<file path="config.mk">
export PLATFORM = sky130hd
export DESIGN_NAME = uart_rx_fifo
export DESIGN_NICKNAME = d
export VERILOG_FILES = /design/src/rtl/uart_rx_fifo_pkg.sv /design/src/rtl/sync_fifo.sv /design/src/rtl/uart_rx_fifo.sv
export SDC_FILE = /design/constraint.sdc
export NUM_CORES = 1
export LEC_CHECK = 0
export ABC_AREA = 1
export CORE_MARGIN = 10
export CORE_UTILIZATION = 50
export CTS_CLUSTER_DIAMETER = 100
export DETAILED_ROUTE_END_ITERATION = 6
export PLACE_DENSITY = 0.68
export SLEW_MARGIN = 20
export SYNTH_ARGS = -nofsm -noshare
export SYNTH_HDL_FRONTEND = slang
export SYNTH_HIERARCHICAL = 1
export SYNTH_SLANG_ARGS = --single-unit
</file>
<file path="constraint.sdc">
create_clock -name Clk -period 2.4 [get_ports Clk]
set_input_delay 0.24 -clock Clk [delete_from_list [all_inputs] [get_ports Clk]]
set_output_delay 0.24 -clock Clk [all_outputs]
set_load 0.01 [all_outputs]
</file>
<file path="src/rtl/uart_rx_fifo_pkg.sv">
// Shared UART sizing constants, used by the RX buffer, the TX-side FIFO and the register block.
package uart_rx_fifo_pkg;

  localparam int UART_DATA_W   = 8;
  localparam int RX_FIFO_DEPTH = 16;
  localparam int RX_FIFO_AW    = 4;

endpackage

</file>
<file path="src/rtl/sync_fifo.sv">
// First-word-fall-through synchronous FIFO with a separate occupancy counter.
// Shared by the UART RX and TX paths.
module sync_fifo #(
  parameter int DATA_W = 8,
  parameter int DEPTH  = 16,
  parameter int AW     = 4
) (
  input  logic              Clk,
  input  logic              Rst_n,
  input  logic              Clr,
  input  logic              Wr,
  input  logic [DATA_W-1:0] Din,
  input  logic              Rd,
  output logic [DATA_W-1:0] Dout,
  output logic [AW:0]       Count,
  output logic              Full,
  output logic              Empty
);

  logic [DATA_W-1:0] mem_q [DEPTH];
  logic [AW-1:0]     wptr_q, wptr_d;
  logic [AW-1:0]     rptr_q, rptr_d;
  logic [AW:0]       count_q, count_d;
  logic              wr_ok, rd_ok;

  assign Full  = (count_q == (AW+1)'(DEPTH));
  assign Empty = (count_q == '0);
  assign Count = count_q;

  // A full FIFO still accepts a write when the same edge pops the head.
  assign rd_ok = Rd & ~Empty;
  assign wr_ok = Wr & (~Full | rd_ok);

  always_comb begin
    wptr_d  = wptr_q;
    rptr_d  = rptr_q;
    count_d = count_q;
    if (Clr) begin
      wptr_d  = '0;
      rptr_d  = '0;
      count_d = '0;
    end else begin
      if (wr_ok) wptr_d = wptr_q + AW'(1);
      if (rd_ok) rptr_d = rptr_q + AW'(1);
      if (wr_ok && !rd_ok)      count_d = count_q + (AW+1)'(1);
      else if (rd_ok && !wr_ok) count_d = count_q - (AW+1)'(1);
    end
  end

  always_ff @(posedge Clk or negedge Rst_n) begin
    if (!Rst_n) begin
      wptr_q  <= '0;
      rptr_q  <= '0;
      count_q <= '0;
    end else begin
      wptr_q  <= wptr_d;
      rptr_q  <= rptr_d;
      count_q <= count_d;
    end
  end

  always_ff @(posedge Clk) begin
    if (wr_ok && !Clr) mem_q[wptr_q] <= Din;
  end

  // Forced to zero when empty so the head reads 0 out of reset.
  assign Dout = Empty ? '0 : mem_q[rptr_q];

endmodule

</file>
<file path="src/rtl/uart_rx_fifo.sv">
// UART receive buffer: synchronises RxDone, turns each rising edge into one FIFO write,
// and flags frames dropped on a full FIFO with a sticky Overflow.
module uart_rx_fifo
  import uart_rx_fifo_pkg::*;
#(
  parameter int DATA_W = UART_DATA_W,
  parameter int DEPTH  = RX_FIFO_DEPTH,
  parameter int AW     = RX_FIFO_AW
) (
  input  logic              Clk,
  input  logic              Rst_n,
  input  logic              RxDone,
  input  logic [DATA_W-1:0] RxData,
  input  logic              Flush,
  input  logic              Rd_en,
  output logic [DATA_W-1:0] Dout,
  output logic              Empty,
  output logic              Full,
  output logic [AW:0]       Count,
  output logic              Overflow,
  input  logic              Ovf_clr
);

  logic       s1_q, s2_q, s3_q;
  logic [1:0] settle_q;
  logic       settled;
  logic       wr_stb;
  logic       ovf_q, ovf_d;
  logic       ovf_set;

  // The synchroniser holds reset zeros for its first edges; a level already high at
  // release must not look like a new frame, so strobes wait until s3 has caught up.
  assign settled = (settle_q == 2'd3);
  assign wr_stb  = s2_q & ~s3_q & settled;

  always_ff @(posedge Clk or negedge Rst_n) begin
    if (!Rst_n) begin
      s1_q     <= 1'b0;
      s2_q     <= 1'b0;
      s3_q     <= 1'b0;
      settle_q <= 2'd0;
      ovf_q    <= 1'b0;
    end else begin
      s1_q  <= RxDone;
      s2_q  <= s1_q;
      s3_q  <= s2_q;
      ovf_q <= ovf_d;
      if (!settled) settle_q <= settle_q + 2'd1;
    end
  end

  // A set in the same cycle as Ovf_clr wins; Flush discards the strobe without flagging it.
  assign ovf_set = wr_stb & Full & ~Rd_en & ~Flush;
  assign ovf_d   = ovf_set | (ovf_q & ~Ovf_clr);

  assign Overflow = ovf_q;

  sync_fifo #(
    .DATA_W (DATA_W),
    .DEPTH  (DEPTH),
    .AW     (AW)
  ) u_fifo (
    .Clk   (Clk),
    .Rst_n (Rst_n),
    .Clr   (Flush),
    .Wr    (wr_stb),
    .Din   (RxData),
    .Rd    (Rd_en),
    .Dout  (Dout),
    .Count (Count),
    .Full  (Full),
    .Empty (Empty)
  );

endmodule
</file>
==> impl_metrics.csv <==
group,metric,value,unit
floorplanning,die_height,132.5,um
drt,wl,14310,um
placement,placed_area,6930,um^2
pwr,power_density,1017,nW/um^2
placement,detailed_place_hpwl,9223,um
run,maxCapViolations,0,
global_route,grt_pass1_vias,4362,
logic_synthesis,synth-edff-count,128,
pwr,ir_drop,0.0005969,V
clocking,ctsHoldBuffers,0,
placement,gp_congestion,0.8746,
clocking,cts_buffers,17,
clocking,cts_setup_buffers,0,
timing,finalMaxSlewViolations,0,
final_layout,drive_above_1_share,10.58,%
logic_synthesis,syn_area,6327,um^2
worst_setup_path,startpoint_type,"register",
logic_synthesis,synth_area_per_cell,10.85,um^2
drt,drtIter0Drc,387,
timing,fin_crit,2.255,ns
logic_synthesis,ys_types,26,
timing,hold_ws,0.1999,ns
floorplanning,core_area,12520,um^2
clocking,clock-root-buffer,"clkbuf_16",
worst_setup_path,worstPathMaxFanout,21,
timing,rsz0062_at_grt,"true",
drt,antenna_left,0,
clocking,cts_tree,"yes",
outcome,status,"finished, final reports clean",
global_route,grt_max_degree,36,
logic_synthesis,yosysMostFrequentCell,"nand2_1",
final_layout,stdcell_area,7569,um^2
floorplanning,io_pins,30,
drt,viasPerCell,5.239,
logic_synthesis,ys_top_cells_by_area,"edfxtp_1 61%, nand2_1 14%, dfrtp_1 7.5%, nand3_1 4.0%, nor2_1 2.7%",
placement,port_buffers,29,
pwr,p_leak,3.037,nW
floorplanning,die_area,17550,um^2
global_route,grt_overflow,0,
logic_synthesis,yosys_warnings,6,
logic_synthesis,ys_seq_area_share,68.26,%
floorplanning,initial_core_util,50.55,%
worst_setup_path,criticalPathCategory,"reg -> out",
floorplanning,placementRows,41,
drt,drcViolationCount,0,
worst_setup_path,cp.arrival,2.01,ns
clocking,clock_sinks,147,
worst_setup_path,worstPathRequired,2.16,ns
final_layout,fin_nets,665,
clocking,clk_pin_slew,0.06,ns
timing,max_freq,443.5,MHz
clocking,h-tree-depth,4,
timing,period_share,93.94,%
final_layout,fin_util,60.47,%
timing,skew,0.005245,ns
drt,dr.pass1.iters,6,
drt,wl_per_cell,17.37,um
floorplanning,die_width,132.5,um
logic_synthesis,synthTopCellsByCount,"230 x nand2_1, 128 x edfxtp_1, 50 x nand3_1",
logic_synthesis,synthCells,583,
global_route,antenna_found_initial,0,
timing,finalSetupViolCount,0,
logic_synthesis,synth_fp_nets,609,
min_path,holdCritPathClass,"in -> async",
logic_synthesis,synth_top_area_cell,"edfxtp_1",
timing,worst_pin_slew,0.7742,ns
global_route,grt_pass1_wl,22780,um
global_route,grt.total_usage,16.73,%
drt,dr_total_vias,4317,
logic_synthesis,ys_async_sr_fraction,12.93,%
final_layout,area_growth,19.62,%
clocking,clockBufferDepth,2,
clocking,insertion_delay,0.42,ns
final_layout,num_antenna_cells,0,
logic_synthesis,synthFlopType,"edfxtp_1",
timing,finalHoldViolations,0,
logic_synthesis,yosysTopAreaCellShare,60.75,%
logic_synthesis,synth-seq-cells,147,
timing,slew_headroom,48.23,%
worst_setup_path,cp-end-kind,"output port",
==> worst max-delay path: stages (launching register included) <==
cell           delay [ns]
dfrtp_2              0.44
buf_4                0.22
nand2_1              0.08
nand2_1              0.05
nand2_1              0.06
nand2_1              0.05
nor2_1               0.18
nand2_1              0.08
nand2_1              0.09
nor2_1               0.05
dlygate4sd2_1        0.28
==> timing repair <==
item                       CTS  global route
gates resized for setup     12             2
gates cloned                 1             1
pin swaps                    1             0
setup endpoints to repair    8             2
==> through the flow <==
step	total power (W)	cells	worst slack, ns	setup TNS, ns
after floorplan	0.004272	583	0.3427	0
final	0.007697	824	0.1454	0
after global routing	0.008076	824	-0.0009581	-0.0009581
after global placement	0.005036	790	0.2452	0
after detailed placement	0.005095	790	0.1488	0
after CTS	0.007698	823	0.1023	0
==> layer usage <==
layer	global-route usage (%)	vias to the layer above	part of all wire [%]
met2	28.34	123	50
met5	0	-	0
met4	7.457	0	2.2
met3	4.164	24	5.2
li1	-	2080	-
met1	19.72	2090	43
==> cells in the final DEF, fill, tap and decap left out, types with 15 or more instances in the layout <==
master           netlist  layout
a21oi_1               28      28
nor2_1                45      44
clkdlybuf4s50_1        0      21
nand3_1               50      50
clkbuf_16              0      18
nand2_1              230     230
dfrtp_1               19      17
inv_1                 15      15
edfxtp_1             128     128
buf_4                 10      23
==> report_power, final <==
part,switching (W),internal [W]
combinational,0.00127,0.000811
sequential,0.0000944,0.00285
clock,0.000953,0.00172
total,0.00231,0.00538
==> final cells by class <==
type	instances	area [um^2]
Clock inverter	12	162.7
Multi-Input combinational cell	396	1807
Tap cell	172	215.2
Sequential cell	147	4322
Inverter	21	87.58
Fill cell	1027	4949
Timing Repair Buffer	56	538.0
Clock buffer	20	436.7
==> sequential cells by signal, indices dropped and copies added (netlist names) <==
| signal | flops |
|---|---|
| Overflow | 1 |
| s1_q | 1 |
| s2_q | 1 |
| s3_q | 1 |
| settle_q | 2 |
| u_fifo/Count | 5 |
| u_fifo/mem_q | 128 |
| u_fifo/rptr_q | 4 |
| u_fifo/wptr_q | 4 |
==> worst paths after layout <==
path,from,to,slack [ns],cells after the start
setup reg to reg,settle_q[0],u_fifo/Count[3],0.17,13
min in group Clk,RxDone,s1_q,0.26,1
max in group asynchronous,Rst_n,settle_q[0],1.66,2
hold reg to reg,s1_q,s2_q,0.36,0
setup / recovery,u_fifo/rptr_q[0],Dout[5],0.15,10
hold / removal,Rst_n,u_fifo/wptr_q[2],0.20,1
==> cells by family after synthesis <==
| group | share of synthesized area [%] |
|---|---|
| DFF | 68.26 |
| AOI/OAI and AO/OA | 3.302 |
| and+or+nand+nor | 21.71 |
| adders and majority gates | 2.492 |
| buffers and inverters | 3.401 |
| xor gates and xnor gates | 0.8305 |
Power figures use the tool's default switching activity.
